### config.mk
export PLATFORM = sky130hd
export DESIGN_NAME = shot_round_control
export DESIGN_NICKNAME = d
export VERILOG_FILES = /design/src/rtl/shot_round_control.sv
export SDC_FILE = /design/constraint.sdc
export NUM_CORES = 1
export LEC_CHECK = 0
export BUFFER_PORTS_ARGS = -buffer_cell sky130_fd_sc_hd__buf_2
export CAP_MARGIN = 20
export CORE_MARGIN = 4
export CORE_UTILIZATION = 45
export DETAILED_ROUTE_END_ITERATION = 10
export GPL_ROUTABILITY_DRIVEN = 0
export PLACE_DENSITY = 0.77
export SYNTH_ARGS = -nofsm -noshare
export SYNTH_HDL_FRONTEND = slang
export SYNTH_SLANG_ARGS = --single-unit
### constraint.sdc
create_clock -name clk -period 3.85 [get_ports clk]
set_input_delay 0 -clock clk [delete_from_list [all_inputs] [get_ports clk]]
set_output_delay 0 -clock clk [all_outputs]
set_load 0.005 [all_outputs]
### src/rtl/shot_round_control.sv
// shot_round_control: per-round KEEPER shot engine (random zone, countdown, save judge, result pulse).
// Optional SHOT_SPEEDUP_EN shortens each countdown by 50 ms per completed round, floored at a quarter.
package game_pkg;
    typedef enum logic [1:0] {MENU, KEEPER, SHOOTER, RESULT} g_state;
endpackage

module shot_round_control #(
    parameter int MS_TICKS     = 65000,
    parameter int SHOT_TIME_MS = 1000,
    parameter int GAP_TIME_MS  = 500,
    parameter int GOAL_X0      = 256,
    parameter int GOAL_Y0      = 160,
    parameter int ZONE_W       = 170,
    parameter int ZONE_H       = 120
) (
    input  logic             clk,
    input  logic             rst,
    input  game_pkg::g_state game_state,
    input  logic [11:0]      mouse_xpos,
    input  logic [11:0]      mouse_ypos,
    output logic             round_done,
    output logic             is_scored,
    output logic [2:0]       shot_zone,
    output logic             shot_active,
    output logic [9:0]       time_left_ms
);
    localparam int TW = MS_TICKS > 1 ? $clog2(MS_TICKS) : 1;
    typedef enum logic [2:0] {IDLE, AIM, WAIT, JUDGE, GAP} state_t;
    state_t state;
    logic [15:0] lfsr;
    logic [TW-1:0] tick;
    logic [9:0] gap_ms;
    logic [9:0] shot_load;
    logic [1:0] col;
    logic row;
    logic saved;
    logic tick_wrap;
    int x_rel;
    int y_rel;
    assign tick_wrap = tick == TW'(MS_TICKS - 1);
`ifdef SHOT_SPEEDUP_EN
    logic [3:0] round_cnt;
    int speed_ms;
    always_comb begin
        speed_ms  = SHOT_TIME_MS - 50 * int'(round_cnt);
        shot_load = 10'(speed_ms < SHOT_TIME_MS / 4 ? SHOT_TIME_MS / 4 : speed_ms);
    end
    // Counts only judged rounds, so an abort in JUDGE does not advance it.
    always_ff @(posedge clk)
        if (rst || state == IDLE)
            round_cnt <= '0;
        else if (state == JUDGE && game_state == game_pkg::KEEPER && round_cnt != 4'd15)
            round_cnt <= round_cnt + 4'd1;
`else
    assign shot_load = 10'(SHOT_TIME_MS);
`endif
    // Relative coordinates go negative left/above the goal and fail the lower-bound test.
    always_comb begin
        col   = shot_zone >= 3'd3 ? 2'(shot_zone - 3'd3) : shot_zone[1:0];
        row   = shot_zone >= 3'd3;
        x_rel = int'(mouse_xpos) - GOAL_X0;
        y_rel = int'(mouse_ypos) - GOAL_Y0;
        saved = x_rel >= int'(col) * ZONE_W && x_rel < (int'(col) + 1) * ZONE_W &&
                y_rel >= int'(row) * ZONE_H && y_rel < (int'(row) + 1) * ZONE_H;
    end
    always_ff @(posedge clk) begin
        lfsr <= rst ? 16'hACE1 : {lfsr[14:0], lfsr[15] ^ lfsr[13] ^ lfsr[12] ^ lfsr[10]};
        if (rst || game_state != game_pkg::KEEPER) begin
            state        <= IDLE;
            round_done   <= 1'b0;
            is_scored    <= 1'b0;
            shot_zone    <= 3'd0;
            shot_active  <= 1'b0;
            time_left_ms <= 10'd0;
            tick         <= '0;
            gap_ms       <= 10'd0;
        end else begin
            round_done <= 1'b0;
            case (state)
                IDLE: state <= AIM;
                AIM: begin
                    shot_zone    <= lfsr[2:0] < 3'd6 ? lfsr[2:0] : lfsr[2:0] - 3'd6;
                    time_left_ms <= shot_load;
                    tick         <= '0;
                    shot_active  <= 1'b1;
                    state        <= WAIT;
                end
                WAIT: begin
                    tick <= tick_wrap ? '0 : tick + 1'b1;
                    if (tick_wrap) begin
                        time_left_ms <= time_left_ms - 10'd1;
                        if (time_left_ms == 10'd1) begin
                            shot_active <= 1'b0;
                            state       <= JUDGE;
                        end
                    end
                end
                JUDGE: begin
                    round_done <= 1'b1;
                    is_scored  <= !saved;
                    gap_ms     <= 10'(GAP_TIME_MS);
                    tick       <= '0;
                    state      <= GAP;
                end
                GAP: begin
                    tick <= tick_wrap ? '0 : tick + 1'b1;
                    if (tick_wrap) begin
                        gap_ms <= gap_ms - 10'd1;
                        if (gap_ms == 10'd1) state <= AIM;
                    end
                end
                default: state <= IDLE;
            endcase
        end
    end
endmodule
# Word-level counts from Yosys, hierarchy flattened
# Index checks and enable logic that the tools add are counted.
[totals]
elab_cells = 75
regBits = 61
input_bits = 28
out_inout_bits = 16
[classes]
bitwise = 3
n_reduce_logical = 15
n_eq_ne = 12
n_lt_le_gt_ge = 6
n_addsub = 9
mul = 4
muxes = 17
[op_table]
columns = ["op", "count"]
rows = [
  ["one-hot mux 10 bit (2 select lines)", 2],
  ["one-hot mux 16 bit (2 select lines)", 1],
  ["== test 10 x 1 -> 1 bit, second input constant", 2],
  ["2-to-1 mux 10 bit", 2],
  ["subtractor 10 x 1 -> 10 bit, second input constant", 2],
  ["adder 16 x 1 -> 16 bit, second input constant", 1],
  ["== test 16 bit, second input constant", 1],
  ["2-to-1 mux 16 bit", 1],
  ["2-to-1 mux 3 bit", 5],
  ["one-hot mux 3 bit (5 select lines)", 1],
  [">= comparator 13 x 11 -> 1 bit", 1],
  [">= comparator 13 x 9 -> 1 bit", 1],
  ["less-than comparator 13 x 10 -> 1 bit", 1],
  ["less-than comparator 13 x 12 -> 1 bit", 1],
  ["subtractor 12 x 8 -> 13 bit, second input constant", 1],
  ["subtractor 12 x 9 -> 13 bit, second input constant", 1],
  ["multiplier 3 x 7 -> 10 bit, second input constant", 1],
  ["multiplier 2 x 7 -> 9 bit, second input constant", 1],
  ["!= test 2 bit, second input constant", 4],
  ["== test 3 x 2 -> 1 bit, second input constant", 2],
  ["multiplier 2 x 4 -> 6 bit, second input constant", 1],
  ["nonzero test 2 bit", 3],
  ["multiplier 1 x 4 -> 5 bit, second input constant", 1],
  ["AND reduction 2 bit", 2],
  ["other kinds (20)", 27],
]

# Logic depth before layout (Yosys ltp)
# Gate-level depths: netlist of the first run.
[logic_depth]
ltp_word = 9
mapped_depth = 14
ltp_nobuf = 14

# Worst setup path after synthesis of the first run
# Ideal clock, no wire load.
[synth_path]
kind = "register -> register"
start = "register shot_zone[0]"
end = "register is_scored"
t_required_ps = 3716
path_stages_with_launch = 14
synth_period_minus_slack_ps = 2920
setup_time_ps = 134
arrival_ps = 2786
n_path_buf = 0
slack_ps = 930
cell_sequence = "dfxtp_1 > ha_1 > or2_2 > mux2i_1 > inv_1 > ha_1 > nand3_1 > ha_1 > nor4_1 > nand3_1 > nor4_1 > o311ai_0 > nor4_1 > a211oi_1"
[synth_between]
elab_chain_len = 9
elab_cells_between_ends = 17
classes_between = "add/sub (3); mul (4); order compare (5); mux (1); reduce/logical (4)"
[synth_lines]
columns = ["item", "line", "source"]
rows = [
  ["from (decl)", "23", "output logic [2:0] shot_zone,"],
  ["from (signal assigned)", "82", "shot_zone <= lfsr[2:0] < 3'd6 ? lfsr[2:0] : lfsr[2:0] - 3'd6;"],
  [">= comparator 3 x 2 -> 1 bit / subtractor 2 bit (equally long branches)", "59, 60", ""],
  ["2-to-1 mux 2 bit", "59", "col = shot_zone >= 3'd3 ? 2'(shot_zone - 3'd3) : shot_zone[1:0];"],
  ["adder 2 x 1 -> 3 bit", "63", "saved = x_rel >= int'(col) * ZONE_W && x_rel < (int'(col) + 1) * ZONE_W &&"],
  ["multiplier 3 x 7 -> 10 bit", "63", ""],
  ["less-than comparator 13 x 12 -> 1 bit", "63", ""],
  ["logical AND 1 bit (2 in series)", "63", ""],
  ["logical AND 1 bit *", "64", "y_rel >= int'(row) * ZONE_H && y_rel < (int'(row) + 1) * ZONE_H;"],
  ["zero test 1 bit *", "100", "is_scored <= !saved;"],
  ["to (signal assigned)", "100", ""],
  ["to (decl)", "22", "output logic is_scored,"],
]
# Every way passes the cells marked *; elsewhere a longest branch is shown, timed or not.
# A chain may end at the register's enable or synchronous reset.

# Final worst setup path of the first run
# Ends and elaborated chain as after synthesis.

==> out/qor.csv, run 1 <==
metric;value;unit
outcome;completed;
design area;0.00392;mm²
Layout area overhead;12.5;%
area leader, netlist;dfxtp_1;
Cells after Synth;404;
FMAX;303;MHz
initial DRC count;95;
Main synth FF type;dfxtp_1;
placed instance count;526;
total clock sinks;61;
CTS tree;done;
crit path time final;3.30;ns
CP Cell Sequence;ha_1 > or2_2 > mux2i_1 > inv_1 > ha_1 > nand3_1 > ha_1 > nor4_1 > nand3_1 > nor4_1 > o311ai_0 > nor4_1 > a211oi_1;
Die X;96.0;µm
Req. time, crit path;4.04;ns
WHS;0.0554;ns
total CTS buffers;9;
Residual DRC;0;
reg2reg path depth;13;
CP Capture Point;is_scored;
CP Depth;13;
Avg WL per Cell;13.2;µm
clock root cell;clkbuf_8;
count of final hold-check violations;0;
post-route worst setup slack;0.547;ns
share of cells above drive strength 1;17.5;%
Buf+Inv Stages, Crit Path;1;
Worst Path Arrival;3.49;ns
syn_area_per_cell;8.62;µm²
Initial DRT Pass Iterations;5;
IO buf count;43;
commonest non-fill, non-tap cell in the layout;dfxtp_1;
net count reported at finish;499;
Worst path top cell family by delay;simple AND/OR/NAND/NOR gates;
Starting Density;47.2;%
Leakage;1.53;nW
largest net degree at the start of global routing;41;
worst setup path start;shot_zone[0];
clk_skew;0.00925;ns
total gr overflow;0;
global-route wire length before repair;12700;µm
largest vdd supply drop;0.204;mV
slowest CP cell;dfxtp_1;
Final Max Tran Viols;0;
Post-CTS Setup Inserts;0;
top cells by area, synth;dfxtp_1, ha_1, a21oi_1;
pre-CTS setup slack;0.567;ns
Worst setup SP type;register;
Slew headroom;37.3;%
Async SR Flop Fraction;0;%
Setup violations, final;0;
RSZ-0062 raised after global routing;false;
num rows;31;
PwrDens;326;mW/mm²
setup TNS;0;ns
Final Non-Filler Cells;544;
Placed Area;0.00371;mm²
Ant. Diodes;0;
commonest cells after routing, fill and taps aside;dfxtp_1, buf_2, nor2_1, a21oi_1, ha_1;
Total Routing Usage GR;17.3;%
sequential area share after synthesis;35.1;%
Crit Reg-Reg Startpoint;shot_zone[0];
total power;1.28;mW
dpl hpwl;5280;µm
Core Util, Final;53.1;%
CP Max Fanout;7;
Yosys top cell area share;35.1;%
Clk Latency, worst-skew pair;0.34;ns
vias post-DR;2941;
Post-synth EDFFs;0;
Final Cycle Share;85.8;%
YS warnings;0;
Clock Pin Slew Worst Setup and Hold Paths;0.07;ns
Layout fillers;691;
Vias/cell;5.41;
die area;0.00921;mm²
Post-CTS Resized;0;
core box area;0.00737;mm²
routed wire length;7170;µm
CTS max path bufs;2;
Final ANT Viol Nets;0;
number of max-cap violations;0;
number of global-route vias before repair;2813;
Post-Syn Nets;463;
Synth Cell Area;0.00348;mm²
Yosys cell types;57;
H-tree lvl count;3;
crit path kind;register to register;
initial antenna violation count;0;
io pins;44;
#FFs+latches synth;61;
r2r endpoint;is_scored;
crit end category;register;
hold crit path type;input pin to register;
R2R setup slack;0.55;ns
chip height;96.0;µm
worst-margin pin slew;0.933;ns
max incr delay on CP;0.37;ns
## metal layers
metal	wire length [µm]	GRT usage, %
met1	3390	22.1
met4	106	6.16
met5	0	0
met2	3300	27.6
met3	370	5.00
## worst min-delay path, stage by stage
cell     delay, ns
buf_2         0.10
nor3b_1       0.16
o21a_1        0.10
## cells in the mapped netlist, drive strengths merged, types with 3 or more instances
master	instances
xor2	20
nand3b	8
a211oi	3
o21a	4
nand4b	4
nand2b	5
nor2b	11
or2	8
and3	6
inv	20
a311oi	8
nand2	27
buf	8
o21ai	12
o211ai	3
ha	31
nor3b	6
nor2	37
and4b	3
nor3	9
nand3	19
clkbuf	12
mux2i	3
a21oi	37
nor4	8
dfxtp	61
xnor2	5
## repair_timing
| item | CTS | global route |
|---|---|---|
| hold buffers | 2 | 0 |
| endpoints found under the hold margin | 11 | 0 |
| endpoints found under the setup margin | 0 | 0 |
## sequential cells by signal, summed over array words and instances, names as in the netlist
register      count
lfsr             16
tick             16
gap_ms           10
time_left_ms     10
shot_zone         3
state             3
is_scored         1
round_done        1
shot_active       1
## power breakdown
group	switching, mW	internal (mW)	leakage, nW	total, mW
clock network	0.279	0.240	0.0829	0.519
registers	0.00771	0.644	0.496	0.652
logic	0.0564	0.0480	0.948	0.104
## worst min-delay path by stage
stage                                 end  depth (start not counted)  slack, ns     startpoint
final                     time_left_ms[1]                          3       0.06  game_state[0]
after global routing      time_left_ms[1]                          3       0.07  game_state[0]
after CTS                 time_left_ms[1]                          3       0.05  game_state[0]
after detailed placement  time_left_ms[1]                          3       0.31  game_state[1]
after global placement    time_left_ms[1]                          3       0.31  game_state[1]
after floorplan                   lfsr[1]                          1       0.07            rst
## cell type report
cell class              count  area (µm²)  share of cell area [%]
well taps                  99         124                    3.16
multi-input cells         303        2080                    53.1
repair buffers             45         235                    6.01
inverters                  20        75.1                    1.92
clock buffers               9         124                    3.16
flip-flops and latches     61        1220                    31.2
clock inverters             7        57.6                    1.47
## cells by family after synthesis
kind of cell,count (synthesis),share of synthesized area [%]
AO/OA/AOI/OAI,82,14.9
XOR/XNOR,25,6.29
adder cells (fa/ha/maj),32,11.4
buffers and inverters,40,5.21
flip-flops,61,35.1
multiplexers,4,1.19
AND/OR/NAND/NOR,160,25.9
(Power assumes the default switching activity.)
==> run 2, diff against run 1 <==
==> constraint.sdc (replaced) <==
create_clock -name clk -period 3.8 [get_ports clk]
set_input_delay 0 -clock clk [delete_from_list [all_inputs] [get_ports clk]]
set_output_delay 0 -clock clk [all_outputs]
set_load 0.005 [all_outputs]
==> run 2 against run 1 <==
Effect of this change: first-iteration DRC count down 12%; routed wire length increased by 3.1%; global-route usage grew 0.12 points; fmax decreased by 0.15%; largest cell class unchanged; sequential power is 1% higher; critical path depth is the same; design area increased by 1.2%; non-clock buffer count is the same; via count is 0.85% higher; flip-flop and latch count unchanged; worst setup slack lost 0.055 ns; core utilization grew 0.63 points.
==> out/qor.csv, run 2 (synthesis gave the netlist of run 1 again) <==
metric;value;unit;change
crit path time final;3.31;ns;+0.00487 ns
io pins;44;;unchanged
initial antenna violation count;0;;unchanged
Crit Reg-Reg Startpoint;shot_zone[0];;
number of global-route vias before repair;2779;;-1.2%
Starting Density;47.2;%;unchanged
Clk Latency, worst-skew pair;0.34;ns;about the same
Total Routing Usage GR;17.4;%;+0.12 points
global-route wire length before repair;12900;µm;+1.2%
Req. time, crit path;3.99;ns;-0.05 ns
Worst Path Arrival;3.50;ns;about the same
crit end category;register;;
core box area;0.00737;mm²;unchanged
R2R setup slack;0.49;ns;-0.05 ns
clock root cell;clkbuf_8;;
Final Max Tran Viols;0;;unchanged
WHS;0.0655;ns;+0.0101 ns
share of cells above drive strength 1;17.5;%;unchanged
largest vdd supply drop;0.184;mV;-9.6%
Post-CTS Resized;0;;unchanged
PwrDens;361;mW/mm²;+11%
dpl hpwl;5310;µm;+0.57%
top flop regs;lfsr x16, tick x16;;
Slew headroom;33.5;%;-3.8 points
Avg WL per Cell;13.6;µm;+3.1%
worst setup path start;shot_zone[0];;
Final Cycle Share;87.0;%;+1.3 points
Layout area overhead;13.8;%;
net count reported at finish;499;;unchanged
Hold Crit Start;game_state[0];;
hold crit path type;input pin to register;;
total clock sinks;61;;unchanged
crit path kind;register to register;;
commonest non-fill, non-tap cell in the layout;dfxtp_1;;
chip height;96.0;µm;unchanged
initial DRC count;84;;-12%
Initial DRT Pass Iterations;4;;-1
FMAX;302;MHz;-0.15%
Leakage;1.56;nW;+2.1%
Final ANT Viol Nets;0;;unchanged
Ant. Diodes;0;;unchanged
Vias/cell;5.45;;+0.85%
CP Max Fanout;7;;unchanged
largest net degree at the start of global routing;41;;unchanged
setup TNS;0;ns;unchanged
count of final hold-check violations;0;;unchanged
CTS max path bufs;2;;unchanged
total gr overflow;0;;unchanged
clk_skew;0.00775;ns;-0.00150 ns
Clock Pin Slew Worst Setup and Hold Paths;0.07;ns;about the same
CTS tree;done;;
routed wire length;7390;µm;+3.1%
H-tree lvl count;3;;unchanged
vias post-DR;2966;;+0.85%
Worst setup SP type;register;;
num rows;31;;unchanged
Residual DRC;0;;unchanged
number of max-cap violations;0;;unchanged
worst-margin pin slew;0.990;ns;+0.0567 ns
RSZ-0062 raised after global routing;false;;
outcome;completed;;
total CTS buffers;9;;unchanged
commonest cells after routing, fill and taps aside;dfxtp_1, buf_2, nor2_1, a21oi_1, ha_1;;
IO buf count;43;;unchanged
die area;0.00921;mm²;unchanged
Die X;96.0;µm;unchanged
Setup violations, final;0;;unchanged
run 2: final timing paths:
| kind | end | cells after the start |
|---|---|---|
| max | is_scored | 13 |
| min | time_left_ms[1] | 3 |
| max reg2reg | is_scored | 13 |
| min reg2reg | lfsr[15] | 1 |
run 2: final cells by class:
class	count	area [µm²]
clock buffer	9	124
timing repair buffer	45	235
tap	99	124
inverter	20	75.1
multi-input combinational	303	2080
sequential	61	1220
fill	690	3410
clock inverter	7	104
run 2: critical path, stage by stage, from the launching register on:
cell	delay (ns)
dfxtp_1	0.37
ha_1	0.22
or2_2	0.30
mux2i_1	0.25
inv_1	0.20
ha_1	0.34
inv_1	0.13
ha_1	0.26
a21oi_1	0.17
nor2_1	0.08
a211oi_1	0.29
o22ai_1	0.12
nor4_1	0.31
a211oi_1	0.12
run 2: power breakdown:
part / switching [mW] / total (mW) / internal, mW
sequential: 0.00746 / 0.660 / 0.653
combinational: 0.0579 / 0.106 / 0.0486
clock: 0.284 / 0.663 / 0.379
total: 0.349 / 1.43 / 1.08
run 2: routing by layer:
layer,track usage (%),vias to the layer above,part of all wire (%)
met3,4.38,10,4.3
met1,23.1,1396,47
met4,4.98,0,1.0
li1,-,1510,-
met5,0,-,0
met2,28.0,50,48
run 2: repair_timing:
item	in CTS	in global routing
hold buffers	2	0
hold endpoints to repair	12	0
setup buffers	0	0
setup endpoints to repair	0	0
run 2: through the flow:
stage               instances  power [mW]  area [µm²]  worst slack (ns)  utilization, %
floorplan                 404       0.742        3480             0.880               -
global placement          526       0.773        3710             0.652            50.4
detailed placement        526       0.778        3710             0.501            50.4
CTS                       544        1.44        3960             0.483            53.8
global route              544        1.49        3960            0.0737            53.8
finish                    544        1.43        3960             0.492            53.8
